File: src/rtl/sp_cmd_wb_sequencer.sv
// Command sequencer: steers issued commands to N_UNITS command units, tracks the
// units that hold an outstanding command, and round-robin-shares one writeback port.
module sp_cmd_wb_sequencer #(
    parameter int N_UNITS = 4,
    parameter int ID_W    = 6
) (
    input  logic                       clk,
    input  logic                       rstn,
    input  logic                       issue_valid,
    input  logic [$clog2(N_UNITS)-1:0] issue_unit,
    input  logic [ID_W-1:0]            issue_id,
    output logic                       issue_ready,
    output logic [N_UNITS-1:0]         unit_issue,
    input  logic [N_UNITS-1:0]         unit_done,
    output logic [N_UNITS-1:0]         unit_ack,
    output logic                       wb_valid,
    output logic [$clog2(N_UNITS)-1:0] wb_unit,
    output logic [ID_W-1:0]            wb_id,
    input  logic                       wb_ack,
    output logic                       any_pending,
    output logic                       err_spurious
);

    localparam int UW = $clog2(N_UNITS);

    typedef enum logic {
        IDLE = 1'b0,
        WB   = 1'b1
    } state_e;

    state_e              state_q, state_d;
    logic [N_UNITS-1:0]  pending_q, pending_d;
    logic [ID_W-1:0]     tag_q [N_UNITS];
    logic [UW-1:0]       rr_ptr_q, rr_ptr_d;
    logic [UW-1:0]       wb_unit_q, wb_unit_d;
    logic [ID_W-1:0]     wb_id_q, wb_id_d;
    logic                wb_valid_q, wb_valid_d;
    logic                err_q, err_d;

    logic                unit_ok;
    logic                accept;
    logic [N_UNITS-1:0]  cand;
    logic [UW-1:0]       sel;
    logic                sel_found;
    logic [UW-1:0]       rr_after_wb;

    // Readiness looks only at registered pending, so a unit acked this cycle
    // becomes issuable one cycle later.
    assign unit_ok     = (int'(issue_unit) < N_UNITS);
    assign issue_ready = unit_ok && !pending_q[issue_unit];
    assign accept      = issue_valid && issue_ready;
    assign cand        = unit_done & pending_q;
    assign rr_after_wb = (int'(wb_unit_q) == N_UNITS - 1) ? '0 : wb_unit_q + 1'b1;

    // Round-robin pick: first candidate at or after rr_ptr_q, wrapping modulo N_UNITS.
    always_comb begin
        int idx;
        // NOTE: every variable written in always_comb gets a default first, so no path can infer a latch.
        idx       = 0;
        sel       = '0;
        sel_found = 1'b0;
        for (int k = 0; k < N_UNITS; k++) begin
            idx = int'(rr_ptr_q) + k;
            if (idx >= N_UNITS) idx = idx - N_UNITS;
            if (!sel_found && cand[idx]) begin
                sel_found = 1'b1;
                sel       = UW'(idx);
            end
        end
    end

    always_comb begin
        state_d    = state_q;
        pending_d  = pending_q;
        rr_ptr_d   = rr_ptr_q;
        wb_unit_d  = wb_unit_q;
        wb_id_d    = wb_id_q;
        wb_valid_d = wb_valid_q;
        unit_issue = '0;
        unit_ack   = '0;

        if (accept) begin
            pending_d[issue_unit]  = 1'b1;
            unit_issue[issue_unit] = 1'b1;
        end

        case (state_q)
            IDLE: begin
                if (sel_found) begin
                    wb_unit_d  = sel;
                    wb_id_d    = tag_q[sel];
                    wb_valid_d = 1'b1;
                    state_d    = WB;
                end
            end
            WB: begin
                if (wb_ack) begin
                    unit_ack[wb_unit_q]  = 1'b1;
                    pending_d[wb_unit_q] = 1'b0;
                    wb_valid_d           = 1'b0;
                    rr_ptr_d             = rr_after_wb;
                    state_d              = IDLE;
                end
            end
            default: state_d = IDLE;
        endcase

        err_d = err_q | (|(unit_done & ~pending_q));
    end

    // NOTE: sequential state uses non-blocking assignments so all registers update from pre-edge values.
    always_ff @(posedge clk) begin
        if (!rstn) begin
            state_q    <= IDLE;
            pending_q  <= '0;
            rr_ptr_q   <= '0;
            wb_unit_q  <= '0;
            wb_id_q    <= '0;
            wb_valid_q <= 1'b0;
            err_q      <= 1'b0;
        end else begin
            state_q    <= state_d;
            pending_q  <= pending_d;
            rr_ptr_q   <= rr_ptr_d;
            wb_unit_q  <= wb_unit_d;
            wb_id_q    <= wb_id_d;
            wb_valid_q <= wb_valid_d;
            err_q      <= err_d;
        end
    end

    // NOTE: the tag array is small and must read as zero after reset, so it is reset like any other register.
    always_ff @(posedge clk) begin
        if (!rstn) begin
            for (int i = 0; i < N_UNITS; i++) tag_q[i] <= '0;
        end else if (accept) begin
            tag_q[issue_unit] <= issue_id;
        end
    end

    assign wb_valid     = wb_valid_q;
    assign wb_unit      = wb_unit_q;
    assign wb_id        = wb_id_q;
    assign any_pending  = |pending_q;
    assign err_spurious = err_q;

endmodule

File: config.mk
export PLATFORM = sky130hd
export DESIGN_NAME = sp_cmd_wb_sequencer
export DESIGN_NICKNAME = d
export VERILOG_FILES = /design/src/rtl/sp_cmd_wb_sequencer.sv
export SDC_FILE = /design/constraint.sdc
export NUM_CORES = 1
export LEC_CHECK = 0
export ABC_AREA = 1
export BUFFER_PORTS_ARGS = -buffer_cell sky130_fd_sc_hd__buf_4
export CORE_ASPECT_RATIO = 1.4
export CORE_UTILIZATION = 51
export CTS_BUF_LIST = sky130_fd_sc_hd__clkbuf_16
export DETAILED_ROUTE_END_ITERATION = 10
export PLACE_DENSITY = 0.76
export SETUP_SLACK_MARGIN = 0.3
export SLEW_MARGIN = 20
export SYNTH_ARGS = -nofsm -noshare
export SYNTH_HDL_FRONTEND = slang
export SYNTH_SLANG_ARGS = --single-unit
export TNS_END_PERCENT = 1
File: constraint.sdc
create_clock -name clk -period 1.82 [get_ports clk]
set_clock_uncertainty 0.15 [all_clocks]
set_input_delay 0.182 -clock clk [delete_from_list [all_inputs] [get_ports clk]]
set_output_delay 0.182 -clock clk [all_outputs]
set_load 0.02 [all_outputs]
==> summary.log <==
[place] number of placed cells counting well taps 422
[clock_network] worst skew pair latency 0.28 ns
[detailed_routing] DRC violation count after routing 0
[floorplan] initial core utilization 0.528
[floorplan] die boundary height 82.7 um
[critical_path] crit path DAT 1.94 ns
[yosys] simple-gate portion of the synthesized area 0.351
[yosys] multiplexer share of the synthesized area 0
[yosys] largest family of logic cells by synthesized area simple AND/OR/NAND/NOR gates
[detailed_routing] via count normalized by instance count 5.14
[clock_network] Sink Count 41
[yosys] number of distinct library cell variants in the gate-level netlist after synthesis 29
[timing] Worst Tran Pin Value 0.512 ns
[timing] Finish-stage setup viols 9
[grt] maximum number of pins on one net before global-route repair 16
[power_and_ir_drop] internal power 0.00262 W
[final_layout] Multi-input gate area 0.00118 mm2
[clock_network] clock slew seen by the registers of the worst setup and hold paths 0.06 ns
[detailed_routing] number of antenna-violating nets in the routed design 0
[timing] tightest slew margin relative to the limit 0.655
[power_and_ir_drop] total power density per cell area 1370 mW/mm2
[status] run status finished, violations left
[detailed_routing] Via Count 2245
[timing] unrepaired setup endpoints after global routing true
[grt] total routing usage reported by global routing 0.255
[timing] final number of max-transition violations 0
[yosys] share of the yosys chip area belonging to registers 0.447
[yosys] Mapped Area 0.00237 mm2
[yosys] share of synthesized cell area in full adder, half adder and majority cells 0.0211
[grt] total gr overflow 0
[power_and_ir_drop] largest voltage drop on the vdd net 0.000866 V
[yosys] number of nets in the synthesized netlist 331
[place] Detailed Place HPWL 4210 um
[grt] first-pass GRT wire length 9150 um
[critical_path] Setup CP Type reg2reg
[final_layout] Layout Utilization 0.727
[floorplan] total I/O pin count 36
[grt] number of antenna violations at the first check in global routing 0
[detailed_routing] routed wire length 6060 um
[clock_network] TritonCTS clock tree yes
[grt] number of global-route vias before repair 2052
[yosys] synthesized area divided by synthesized cell count 7.63 um2
[timing] Final Cycle Share 1.05
[yosys] post-synthesis xor/xnor area fraction 0
[power_and_ir_drop] cell leakage power 1.60 nW
[yosys] compound-cell area share of the yosys netlist 0.0527
[run] MaxCap Viol Count 0
[power_and_ir_drop] switching portion of total power 0.417
[critical_path] Max FO, Critical Path 12
[yosys] flops & latches, synth 41
[final_layout] diode count 0
[final_layout] layout filler cell count 350
[final_layout] nets@finish 394
[power_and_ir_drop] portion of total power attributed to sequential cells 0.277
[detailed_routing] wire length per cell after detailed routing 13.9 um
[final_layout] proportion of layout cells with a drive suffix above 1 0.387
[yosys] cells after synthesis 311
[final_layout] Final Instance Count excl. Fillers 437
[place] global placement routability congestion 0.941
[final_layout] relative area change from synthesis to final layout 37.8%
[yosys] count of synthesis-stage warnings from yosys 0
[clock_network] root buffer selected by CTS sky130_fd_sc_hd__clkbuf_16
[detailed_routing] router iterations before antenna repair 5
[clock_network] Max H-tree Level 2
[critical_path] required time at the worst-slack endpoint 1.85 ns
[floorplan] area of the die 0.00493 mm2
[timing] Final Critical Period 1.90 ns
[place] Port Buffers 35
[clock_network] buffer levels on the longest clock path 2
[detailed_routing] 1st-iter DRT viols 165
[floorplan] core footprint 0.00450 mm2
[final_layout] Register Area 0.00108 mm2
[floorplan] die outline width 59.7 um
[timing] number of hold violations in the final report 0
[status] violated checks negative setup slack
[min_path] worst min-delay path category in2reg
[critical_path] Critical Path Sink Type register
[clock_network] CTS hold repair buffers 0
[timing] fmax 525 MHz
[timing] min setup slack post-route -0.0833 ns
[critical_path] type of element launching the critical path register
[power_and_ir_drop] clock group share of total power 0.218
[power_and_ir_drop] Switch Pwr 0.00188 W
[clock_network] CTS Buf Count 5
[floorplan] number of cell rows 29
[power_and_ir_drop] combinational cell fraction of total power 0.506
routing by layer:
metal,part of all wire,GRT usage
met4,0.032,0.112
met5,0,0
met2,0.55,0.474
met1,0.38,0.271
met3,0.041,0.0530
power by group through the flow:
stage               sequential, W  clock, W  combinational [W]
finish                    0.00124  0.000977            0.00227
global route              0.00126   0.00102            0.00248
CTS                       0.00123  0.000979            0.00204
detailed placement        0.00124         0            0.00193
global placement          0.00123         0            0.00189
floorplan                 0.00130         0            0.00144
cells in the final DEF, fill, tap and decap left out, drive strengths merged:
cell type,n
inv,62
edfxtp,24
o21bai,1
bufinv,1
or2,1
nor2,50
buf,63
clkinv,1
a221oi,1
nand3,50
o21ai,7
nor3,2
a211oi,3
nand4,3
a21oi,5
nand2,72
dfxtp,17
clkinvlp,2
ha,4
clkbuf,5
a41oi,1
logic make-up (layout without fill, tap and decap cells):
kind of cell | count (synthesis) | count (layout)
AOI/OAI and AO/OA | 18 | 18
buffers and inverters | 71 | 134
and+or+nand+nor | 177 | 178
DFF | 41 | 41
adders and majority gates | 4 | 4
worst max-delay path, stage by stage, from the launching register on:
cell and delay [ns]:
sky130_fd_sc_hd__dfxtp_2 0.32, sky130_fd_sc_hd__buf_4 0.13, sky130_fd_sc_hd__nand2_2 0.08, sky130_fd_sc_hd__nand2_2 0.07
sky130_fd_sc_hd__nand2_2 0.07, sky130_fd_sc_hd__nand2_2 0.06, sky130_fd_sc_hd__nand2_4 0.10, sky130_fd_sc_hd__buf_4 0.12
sky130_fd_sc_hd__nand4_4 0.11, sky130_fd_sc_hd__nand3_4 0.20, sky130_fd_sc_hd__nand2_1 0.10, sky130_fd_sc_hd__nand3_1 0.09
sky130_fd_sc_hd__nand3_1 0.10, sky130_fd_sc_hd__nand2_1 0.07, sky130_fd_sc_hd__inv_1 0.03
per-stage QoR:
step                      worst slack, ns  total power [W]  setup TNS [ns]  hold slack, ns  cell area (um2)
final                             -0.0833          0.00449          -0.508          0.0693             3270
after CTS                          -0.121          0.00425          -0.332          0.0694             3150
after global routing               -0.187          0.00476           -2.22           0.107             3270
after global placement            -0.0341          0.00312          -0.177           0.323             2860
after detailed placement           -0.107          0.00317          -0.835           0.327             2860
after floorplan                    -0.202          0.00274           -1.82           0.178             2430
sequential cells by signal (all words and copies together) (netlist names):
signal        count
tag_q            24
wb_id             6
pending_q         4
rr_ptr_q          2
wb_unit           2
err_spurious      1
state_q           1
wb_valid          1
cell type report:
cell class                 count  area share
tap                           62      0.0237
clock buffer                   5      0.0382
inverter                      63      0.0784
sequential                    41       0.329
timing repair buffer          63       0.158
multi-input combinational    200       0.360
clock inverter                 3      0.0119
cell usage after synthesis:
library cell | count | area (um2)
sky130_fd_sc_hd__nand2_1 | 57 | 214
sky130_fd_sc_hd__buf_4 | 2 | 15.0
sky130_fd_sc_hd__nand3_1 | 48 | 240
sky130_fd_sc_hd__edfxtp_1 | 24 | 721
sky130_fd_sc_hd__a41oi_1 | 1 | 8.76
sky130_fd_sc_hd__o21ai_1 | 1 | 5.00
sky130_fd_sc_hd__ha_1 | 4 | 50.1
sky130_fd_sc_hd__o21bai_1 | 1 | 7.51
sky130_fd_sc_hd__a211oi_1 | 3 | 22.5
sky130_fd_sc_hd__buf_6 | 4 | 45.0
sky130_fd_sc_hd__buf_2 | 1 | 5.00
sky130_fd_sc_hd__nor2_2 | 1 | 6.26
sky130_fd_sc_hd__nand4_1 | 2 | 12.5
sky130_fd_sc_hd__nor2_1 | 49 | 184
sky130_fd_sc_hd__a21oi_1 | 4 | 20.0
sky130_fd_sc_hd__a221oi_2 | 1 | 15.0
sky130_fd_sc_hd__a21oi_4 | 1 | 16.3
sky130_fd_sc_hd__dfxtp_1 | 17 | 340
sky130_fd_sc_hd__nand3_2 | 2 | 20.0
sky130_fd_sc_hd__nand2_2 | 9 | 56.3
sky130_fd_sc_hd__nor3_1 | 1 | 5.00
sky130_fd_sc_hd__nand4_4 | 1 | 21.3
sky130_fd_sc_hd__buf_1 | 1 | 3.75
sky130_fd_sc_hd__inv_2 | 3 | 11.3
sky130_fd_sc_hd__o21ai_0 | 6 | 30.0
sky130_fd_sc_hd__nor3_2 | 1 | 10.0
sky130_fd_sc_hd__inv_1 | 60 | 225
sky130_fd_sc_hd__or2_2 | 1 | 6.26
sky130_fd_sc_hd__nand2_4 | 5 | 56.3
worst paths after layout:
path	endpoint	slack (ns)	cells after the start	from
worst min register to register	wb_valid	0.36	2	wb_valid
worst max register to register	wb_id[0]	-0.08	14	pending_q[1]
worst max-delay path	wb_id[0]	-0.08	14	pending_q[1]
worst min-delay path	err_spurious	0.07	3	unit_done[3]
repair_timing:
item | CTS | global route
gates cloned | 0 | 1
endpoints found under the setup margin | 71 | 71
gates resized for setup | 35 | 30
setup buffers | 4 | 2
pin swaps | 5 | 11
Power figures use the tool's default switching activity.
